[config.mk]
export PLATFORM = sky130hd
export DESIGN_NAME = bp_btb_predictor_flat
export DESIGN_NICKNAME = d
export VERILOG_FILES = /design/src/rtl/bp_pkg.sv /design/src/rtl/bp_btb_predictor_if.sv /design/src/rtl/bp_sat_counter.sv /design/src/rtl/bp_btb_predictor.sv /design/src/flat_wrapper.sv
export SDC_FILE = /design/constraint.sdc
export NUM_CORES = 1
export LEC_CHECK = 0
export BUFFER_PORTS_ARGS = -buffer_cell sky130_fd_sc_hd__buf_2
export CAP_MARGIN = 20
export CORE_ASPECT_RATIO = 0.5
export CORE_MARGIN = 10
export CORE_UTILIZATION = 41
export DETAILED_ROUTE_END_ITERATION = 16
export GPL_TIMING_DRIVEN = 0
export PLACE_DENSITY = 0.63
export SLEW_MARGIN = 15
export SYNTH_ARGS = -nofsm -noshare
export SYNTH_HDL_FRONTEND = slang
export SYNTH_SLANG_ARGS = --single-unit
[constraint.sdc]
create_clock -name clk -period 6.5 [get_ports clk]
set_clock_uncertainty 0.1 [all_clocks]
set_input_delay 1.3 -clock clk [delete_from_list [all_inputs] [get_ports clk]]
set_output_delay 1.3 -clock clk [all_outputs]
set_load 0.1 [all_outputs]
[src/rtl/bp_pkg.sv]
`default_nettype none
// +----------------------------------------------------------------------------+
// | Module      : bp_pkg                                                       |
// | Description : Shared update-kind encodings, BTB entry type and counter     |
// |               init/saturation helpers for the fetch-stage predictor.       |
// | Revision    : 1.0 - initial release                                        |
// +----------------------------------------------------------------------------+
package bp_pkg;

   localparam logic [1:0] BP_KIND_BR   = 2'b00;
   localparam logic [1:0] BP_KIND_JAL  = 2'b01;
   localparam logic [1:0] BP_KIND_JALR = 2'b10;
   localparam logic [1:0] BP_KIND_RSVD = 2'b11;

   // Tag, target and counter widths depend on instance parameters, so they live
   // in per-entry arrays beside this struct.
   typedef struct packed {
      logic valid;
      logic isJump;
   } bp_entry_t;

   function automatic int unsigned cntInit(input int unsigned w);
      return 32'd1 << (w - 32'd1);
   endfunction

   function automatic int unsigned cntMax(input int unsigned w);
      return (32'd1 << w) - 32'd1;
   endfunction

endpackage
`default_nettype wire

[src/rtl/bp_btb_predictor_if.sv]
`default_nettype none
// +----------------------------------------------------------------------------+
// | Module      : bp_btb_predictor_if                                          |
// | Description : Fetch lookup / execute update bundle of the BTB predictor.   |
// |               Perf-counter outputs exist only with BP_PERF_CNT_EN.         |
// | Revision    : 1.0 - initial release                                        |
// +----------------------------------------------------------------------------+
interface bp_btb_predictor_if #(
   parameter int XLEN = 32
);
   logic            fetch_i_valid;
   logic [XLEN-1:0] fetch_i_pc;
   logic [XLEN-1:0] bp_o_pre_pc;
   logic            bp_o_taken;
   logic            bp_o_hit;
   logic            execute_i_upd_valid;
   logic [XLEN-1:0] execute_i_upd_pc;
   logic [XLEN-1:0] execute_i_upd_target;
   logic            execute_i_upd_taken;
   logic [1:0]      execute_i_upd_kind;
   logic            execute_i_upd_mispredict;
   logic            bp_i_flush;
`ifdef BP_PERF_CNT_EN
   logic [31:0]     bp_o_lookup_cnt;
   logic [31:0]     bp_o_upd_cnt;
   logic [31:0]     bp_o_mispred_cnt;
`endif

   modport master (
      output fetch_i_valid, fetch_i_pc,
      output execute_i_upd_valid, execute_i_upd_pc, execute_i_upd_target,
      output execute_i_upd_taken, execute_i_upd_kind, execute_i_upd_mispredict,
      output bp_i_flush,
`ifdef BP_PERF_CNT_EN
      input  bp_o_lookup_cnt, bp_o_upd_cnt, bp_o_mispred_cnt,
`endif
      input  bp_o_pre_pc, bp_o_taken, bp_o_hit
   );

   modport slave (
      input  fetch_i_valid, fetch_i_pc,
      input  execute_i_upd_valid, execute_i_upd_pc, execute_i_upd_target,
      input  execute_i_upd_taken, execute_i_upd_kind, execute_i_upd_mispredict,
      input  bp_i_flush,
`ifdef BP_PERF_CNT_EN
      output bp_o_lookup_cnt, bp_o_upd_cnt, bp_o_mispred_cnt,
`endif
      output bp_o_pre_pc, bp_o_taken, bp_o_hit
   );
endinterface
`default_nettype wire

[src/rtl/bp_sat_counter.sv]
`default_nettype none
// +----------------------------------------------------------------------------+
// | Module      : bp_sat_counter                                               |
// | Description : CNT_W saturating up/down direction counter, weakly-taken     |
// |               on reset and on load.                                        |
// | Revision    : 1.0 - initial release                                        |
// +----------------------------------------------------------------------------+
module bp_sat_counter
   import bp_pkg::*;
#(
   parameter int CNT_W = 2
) (
   input  wire logic clk,
   input  wire logic rst,
   input  wire logic i_load,
   input  wire logic i_step,
   input  wire logic i_up,
   output logic      o_msb
);
   localparam logic [CNT_W-1:0] C_INIT = CNT_W'(cntInit(CNT_W));
   localparam logic [CNT_W-1:0] C_MAX  = CNT_W'(cntMax(CNT_W));

   logic [CNT_W-1:0] r_cnt;

   always_ff @(posedge clk or negedge rst) begin
      if (!rst) begin
         r_cnt <= C_INIT;
      end else if (i_load) begin
         r_cnt <= C_INIT;
      end else if (i_step) begin
         if (i_up && (r_cnt != C_MAX)) begin
            r_cnt <= r_cnt + CNT_W'(1);
         end else if (!i_up && (r_cnt != '0)) begin
            r_cnt <= r_cnt - CNT_W'(1);
         end
      end
   end

   assign o_msb = r_cnt[CNT_W-1];

endmodule
`default_nettype wire

[src/rtl/bp_btb_predictor.sv]
`default_nettype none
// +----------------------------------------------------------------------------+
// | Module      : bp_btb_predictor                                             |
// | Description : Direct-mapped BTB next-PC predictor, combinational lookup,   |
// |               edge-trained from execute. Optional BP_PERF_CNT_EN counters. |
// | Revision    : 1.0 - initial release                                        |
// +----------------------------------------------------------------------------+
module bp_btb_predictor
   import bp_pkg::*;
#(
   parameter int XLEN    = 32,
   parameter int ENTRIES = 16,
   parameter int CNT_W   = 2
) (
   input  wire logic         clk,
   input  wire logic         rst,
   bp_btb_predictor_if.slave bus
);
   localparam int IDX_W = $clog2(ENTRIES);
   localparam int TAG_W = XLEN - IDX_W - 2;

   bp_entry_t        r_ent    [ENTRIES];
   logic [TAG_W-1:0] r_tag    [ENTRIES];
   logic [XLEN-1:0]  r_target [ENTRIES];
   logic             w_cntMsb [ENTRIES];

   logic [IDX_W-1:0] w_lkIdx, w_upIdx;
   logic [TAG_W-1:0] w_lkTag, w_upTag;
   logic             w_lkHit, w_lkTaken;
   logic             w_upHit, w_upEn, w_isJal, w_alloc, w_brStep, w_tgtWr;

   assign w_lkIdx   = bus.fetch_i_pc[IDX_W+1:2];
   assign w_lkTag   = bus.fetch_i_pc[XLEN-1:IDX_W+2];
   assign w_lkHit   = r_ent[w_lkIdx].valid && (r_tag[w_lkIdx] == w_lkTag);
   assign w_lkTaken = w_lkHit && (r_ent[w_lkIdx].isJump || w_cntMsb[w_lkIdx]);

   assign bus.bp_o_hit    = w_lkHit;
   assign bus.bp_o_taken  = w_lkTaken;
   assign bus.bp_o_pre_pc = w_lkTaken ? r_target[w_lkIdx] : bus.fetch_i_pc + XLEN'(4);

   assign w_upIdx  = bus.execute_i_upd_pc[IDX_W+1:2];
   assign w_upTag  = bus.execute_i_upd_pc[XLEN-1:IDX_W+2];
   assign w_upHit  = r_ent[w_upIdx].valid && (r_tag[w_upIdx] == w_upTag);
   assign w_isJal  = (bus.execute_i_upd_kind == BP_KIND_JAL);
   // Flush wins: a same-cycle update is discarded entirely.
   assign w_upEn   = bus.execute_i_upd_valid && !bus.bp_i_flush &&
                     ((bus.execute_i_upd_kind == BP_KIND_BR) || w_isJal);
   assign w_alloc  = w_upEn && !w_upHit && bus.execute_i_upd_taken;
   assign w_brStep = w_upEn && w_upHit && !w_isJal;
   assign w_tgtWr  = w_alloc || (w_upEn && w_upHit && (w_isJal || bus.execute_i_upd_taken));

   always_ff @(posedge clk or negedge rst) begin
      if (!rst) begin
         for (int i = 0; i < ENTRIES; i++) r_ent[i] <= '0;
      end else if (bus.bp_i_flush) begin
         for (int i = 0; i < ENTRIES; i++) r_ent[i].valid <= 1'b0;
      end else if (w_alloc) begin
         r_ent[w_upIdx] <= '{valid: 1'b1, isJump: w_isJal};
      end else if (w_upEn && w_upHit && w_isJal) begin
         r_ent[w_upIdx].isJump <= 1'b1;
      end
   end

   // Payload is only meaningful behind a valid bit, so it carries no reset.
   always_ff @(posedge clk) begin
      if (w_alloc) r_tag[w_upIdx] <= w_upTag;
      if (w_tgtWr) r_target[w_upIdx] <= bus.execute_i_upd_target;
   end

   for (genvar i = 0; i < ENTRIES; i++) begin : g_entry
      bp_sat_counter #(.CNT_W(CNT_W)) u_cnt (
         .clk    (clk),
         .rst    (rst),
         .i_load (w_alloc && (w_upIdx == IDX_W'(i))),
         .i_step (w_brStep && (w_upIdx == IDX_W'(i))),
         .i_up   (bus.execute_i_upd_taken),
         .o_msb  (w_cntMsb[i])
      );
   end

   logic w_unusedPcBits;
   assign w_unusedPcBits = ^bus.execute_i_upd_pc[1:0];

`ifdef BP_PERF_CNT_EN
   logic [31:0] r_lookupCnt, r_updCnt, r_mispredCnt;

   always_ff @(posedge clk or negedge rst) begin
      if (!rst) begin
         r_lookupCnt  <= '0;
         r_updCnt     <= '0;
         r_mispredCnt <= '0;
      end else begin
         if (bus.fetch_i_valid) r_lookupCnt <= r_lookupCnt + 32'd1;
         if (bus.execute_i_upd_valid) r_updCnt <= r_updCnt + 32'd1;
         if (bus.execute_i_upd_valid && bus.execute_i_upd_mispredict)
            r_mispredCnt <= r_mispredCnt + 32'd1;
      end
   end

   assign bus.bp_o_lookup_cnt  = r_lookupCnt;
   assign bus.bp_o_upd_cnt     = r_updCnt;
   assign bus.bp_o_mispred_cnt = r_mispredCnt;
`else
   logic w_unusedPerfIn;
   assign w_unusedPerfIn = bus.fetch_i_valid ^ bus.execute_i_upd_mispredict;
`endif

endmodule
`default_nettype wire

[src/flat_wrapper.sv]
// flat-port wrapper written by rule: the top's interface ports become plain ports
module bp_btb_predictor_flat import bp_pkg::*;
#(
   parameter int XLEN    = 32,
   parameter int ENTRIES = 16,
   parameter int CNT_W   = 2
)
  (clk, rst, bus_fetch_i_valid, bus_fetch_i_pc, bus_execute_i_upd_valid, bus_execute_i_upd_pc, bus_execute_i_upd_target, bus_execute_i_upd_taken, bus_execute_i_upd_kind, bus_execute_i_upd_mispredict, bus_bp_i_flush, bus_bp_o_pre_pc, bus_bp_o_taken, bus_bp_o_hit);
  bp_btb_predictor_if #(.XLEN(XLEN)) bus_i ();
  input  wire logic clk;
  input  wire logic rst;
  input wire logic [$bits(bus_i.fetch_i_valid)-1:0] bus_fetch_i_valid;
  input wire logic [$bits(bus_i.fetch_i_pc)-1:0] bus_fetch_i_pc;
  input wire logic [$bits(bus_i.execute_i_upd_valid)-1:0] bus_execute_i_upd_valid;
  input wire logic [$bits(bus_i.execute_i_upd_pc)-1:0] bus_execute_i_upd_pc;
  input wire logic [$bits(bus_i.execute_i_upd_target)-1:0] bus_execute_i_upd_target;
  input wire logic [$bits(bus_i.execute_i_upd_taken)-1:0] bus_execute_i_upd_taken;
  input wire logic [$bits(bus_i.execute_i_upd_kind)-1:0] bus_execute_i_upd_kind;
  input wire logic [$bits(bus_i.execute_i_upd_mispredict)-1:0] bus_execute_i_upd_mispredict;
  input wire logic [$bits(bus_i.bp_i_flush)-1:0] bus_bp_i_flush;
  output wire logic [$bits(bus_i.bp_o_pre_pc)-1:0] bus_bp_o_pre_pc;
  output wire logic [$bits(bus_i.bp_o_taken)-1:0] bus_bp_o_taken;
  output wire logic [$bits(bus_i.bp_o_hit)-1:0] bus_bp_o_hit;
  assign bus_i.fetch_i_valid = bus_fetch_i_valid;
  assign bus_i.fetch_i_pc = bus_fetch_i_pc;
  assign bus_i.execute_i_upd_valid = bus_execute_i_upd_valid;
  assign bus_i.execute_i_upd_pc = bus_execute_i_upd_pc;
  assign bus_i.execute_i_upd_target = bus_execute_i_upd_target;
  assign bus_i.execute_i_upd_taken = bus_execute_i_upd_taken;
  assign bus_i.execute_i_upd_kind = bus_execute_i_upd_kind;
  assign bus_i.execute_i_upd_mispredict = bus_execute_i_upd_mispredict;
  assign bus_i.bp_i_flush = bus_bp_i_flush;
  assign bus_bp_o_pre_pc = bus_i.bp_o_pre_pc;
  assign bus_bp_o_taken = bus_i.bp_o_taken;
  assign bus_bp_o_hit = bus_i.bp_o_hit;
  bp_btb_predictor #(.XLEN(XLEN), .ENTRIES(ENTRIES), .CNT_W(CNT_W)) u_core (.clk(clk), .rst(rst), .bus(bus_i));
endmodule
==> flow_metrics.env <==
export IMPL_status="finished, violations left"
export IMPL_violations="setup timing"
export IMPL_clk_pin_slew_worst_paths_ps=70
export IMPL_cts_tree="built"
export IMPL_clockBufferDepth=3
export IMPL_min_path_type="in -> async"
export IMPL_critPathCaptureType="primary output"
export IMPL_grt_pass1_wl_mm=202
export IMPL_setup_slack_ps=-4.68
export IMPL_ys_ff_latch=992
export IMPL_worst_path_buf_inv=9
export IMPL_p_clk_frac=0.393
export IMPL_portBuffers=128
export IMPL_reg2reg_to="u_core.r_target[2][6]$_DFFE_PP_"
export IMPL_worstSkewPairLatency_ps=720
export IMPL_fin_setup_tns_ps=-4.68
export IMPL_rrSetupSlack_ps=1280
export IMPL_worst_slew_pin_slew_ps=1100
export IMPL_antenna_found_initial=11
export IMPL_cp_required_ps=5100
export IMPL_seq_area_frac_synth=0.657
export IMPL_hpwl_mm=97.9
export IMPL_hold_buffers=0
export IMPL_firstDrtPassIters=8
export IMPL_cts_inserted_buffers=91
export IMPL_drc=0
export IMPL_multi_input_area_sq_um=15100
export IMPL_cts_htree_levels=3
export IMPL_vias=27000
export IMPL_seq_area_sq_um=29500
export IMPL_nets=2849
export IMPL_design_area_sq_um=53200
export IMPL_power_switching_uw=3330
export IMPL_yosysUniqueCellTypes=77
export IMPL_die_y_um=254
export IMPL_grt_pass1_vias=26600
export IMPL_ios=139
export IMPL_cpLargestDelayFamily="buffers and inverters"
export IMPL_start_util=0.415
export IMPL_worstSetupPathType="in -> out"
export IMPL_die_w_um=488
export IMPL_slew_limit_headroom=0.264
export IMPL_rr_worst_depth=12
export IMPL_max_stage_delay_ps=410
export IMPL_cap_violations=0
export IMPL_async_reset_ff_frac=0.0645
export IMPL_nFillCells=8843
export IMPL_syn_num_nets=2547
export IMPL_cp_data_arrival_time_ps=5100
export IMPL_overflow=0
export IMPL_slew_viol_final=0
export IMPL_fin_crit_sh=1.00
export IMPL_totalWireLength_mm=144
export IMPL_internal_power_uw=10500
export IMPL_crit_slowest_cell="a21oi_2"
export IMPL_drtAntennaViolNets=0
export IMPL_rows=85
export IMPL_grt_usage=0.228
export IMPL_ys_flop_type="edfxtp_1"
export IMPL_ir_drop_mv=0.245
export IMPL_yosysWarnings=0
export IMPL_gp_congestion=0.960
export IMPL_startpoint="bus_fetch_i_pc[4]"
export IMPL_syn_area_sq_um=44900
export IMPL_dpl_cell_area_sq_um=48800
export IMPL_crit_chain="buf_4, buf_6, buf_6, buf_8, buf_6, mux2i_1, a21oi_2, xnor2_1, nand3_1, nor4b_4, buf_4, nor2b_4, buf_12, clkbuf_16, mux2_2, buf_6"
export IMPL_path_max_fanout=10
export IMPL_cts_sinks=992
export IMPL_post_drt_wl_per_cell_um=33.9
export IMPL_root_buffer="clkbuf_16"
export IMPL_synth_edf_count=928
export IMPL_swShare=0.242
export IMPL_finalHoldViolCount=0
export IMPL_fmax_mhz=154
export IMPL_avgSynthCellArea_sq_um=18.4
export IMPL_core_sq_um=108000
export IMPL_synth_cells=2441
export IMPL_fin_crit_ps=6500
export IMPL_powerDensity_nw_per_um2=259
export IMPL_cp_start_kind="input port"
export IMPL_final_common_cell="edfxtp_1"
export IMPL_layout_common_cells="928 x edfxtp_1, 350 x mux4_2, 139 x mux2i_1"
export IMPL_viasPerCell=6.33
export IMPL_combPwrFrac=0.097
export IMPL_drt_iter0_drc=3679
export IMPL_finalSetupViolations=1
export IMPL_grt_max_degree=52
export IMPL_seq_power_share=0.510
export IMPL_area_growth_pct=18.6
export IMPL_dieArea_sq_um=124000
export IMPL_drive_above_1_share=0.348
export IMPL_p_leak_uw=0.0175
export IMPL_rr_startpoint="u_core.r_tag[7][25]$_DFFE_PP_"
export IMPL_path_common_cell="buf_6"
-- per-layer routing --
metal | track usage | wire length (um) | vias to the layer above
li1 | - | - | 10700
met1 | 0.303 | 55100 | 14200
met2 | 0.358 | 67600 | 1697
met3 | 0.0563 | 15800 | 320
met4 | 0.0990 | 5980 | 4
met5 | 0 | 23 | -
-- cell families after synthesis --
kind of cell | count (synthesis) | synth area share
compound gates | 284 | 0.0450
xor+xnor | 82 | 0.0160
fa+ha+maj | 1 | 0.000279
buf+inv | 172 | 0.0211
flops | 992 | 0.657
mux | 534 | 0.219
simple gates | 376 | 0.0415
-- power by group through the flow --
stage          Sequential (uW)  Combinational [uW]  Clock, uW
2_1_floorplan             7170                 721          0
6_report                  7030                1330       5420
3_3_place_gp              7170                1190          0
4_1_cts                   7030                1280       5460
5_1_grt                   7030                1380       5720
3_5_place_dp              7170                1220          0
-- worst max-delay path by stage --
stage	to	slack (ps)	cells after the start
3_5_place_dp	bus_bp_o_pre_pc[30]	-2200	12
5_1_grt	bus_bp_o_pre_pc[25]	-6	18
6_report	bus_bp_o_pre_pc[27]	-5	16
4_1_cts	bus_bp_o_pre_pc[5]	3	17
3_3_place_gp	u_core.r_target[2][15]$_DFFE_PP_	-3310	13
2_1_floorplan	bus_bp_o_pre_pc[2]	-270	12
-- cell type report --
class	instances	share of cell area
Multi-Input combinational cell	1277	0.284
Tap cell	1435	0.0337
Clock inverter	64	0.0118
Inverter	16	0.00113
Sequential cell	992	0.554
Buffer	154	0.0262
Timing Repair Buffer	211	0.0445
Antenna cell	4	0.000188
Clock buffer	105	0.0442
-- Yosys cell counts, types with 4 or more instances --
library cell,count,area share
nand3b_1,16,0.0027
nor3_1,21,0.0023
buf_12,5,0.0022
or2_2,4,0.00056
a211oi_1,27,0.0045
o21ai_0,22,0.0025
nor2_1,107,0.0090
mux2i_1,146,0.033
edfxtp_1,928,0.62
a21oi_1,88,0.0098
a22oi_1,20,0.0033
or3_1,18,0.0025
a221oi_1,4,0.00078
nor2b_1,31,0.0043
xnor2_1,59,0.012
o211ai_2,10,0.0028
a31oi_1,19,0.0026
nand2_1,94,0.0079
clkbuf_1,63,0.0053
buf_8,4,0.0013
o211ai_1,14,0.0023
dfrtp_1,48,0.027
nand2b_1,5,0.00070
o21a_1,18,0.0030
and3_1,7,0.00098
nand3_1,31,0.0035
buf_1,12,0.0010
buf_4,18,0.0030
buf_6,6,0.0015
o2111ai_1,5,0.00098
o32ai_1,18,0.0035
dfstp_2,16,0.0094
mux4_2,350,0.18
xor2_1,23,0.0045
a22o_1,4,0.00078
mux2_2,35,0.0088
buf_2,48,0.0054
nand4_1,20,0.0028
inv_1,14,0.0012
a21oi_2,8,0.0016
-- metrics by stage --
step	power [uW]	util	hold slack (ps)	instances	worst slack [ps]
6_report	13800	0.492	350	4258	-4.68
5_1_grt	14100	0.492	342	4256	-6.09
4_1_cts	13800	0.488	314	4236	3.02
3_5_place_dp	8390	0.451	404	4047	-2200
3_3_place_gp	8360	0.440	391	4004	-3310
2_1_floorplan	7890	-	373	2441	-275
-- what timing repair did --
| action | CTS | global route |
|---|---|---|
| pin swaps | 17 | 16 |
| gates cloned | 2 | 2 |
| setup buffers | 19 | 16 |
| gates resized for setup | 194 | 46 |
| endpoints found under the setup margin | 359 | 60 |
-- sequential cells by signal, indices dropped and copies added (netlist names) --
register,cells
u_core.r_ent,32
u_core.r_tag,416
u_core.r_target,512
u_core.g_entry.u_cnt.r_cnt,32
No activity file was read; power rests on OpenSTA's default activity.
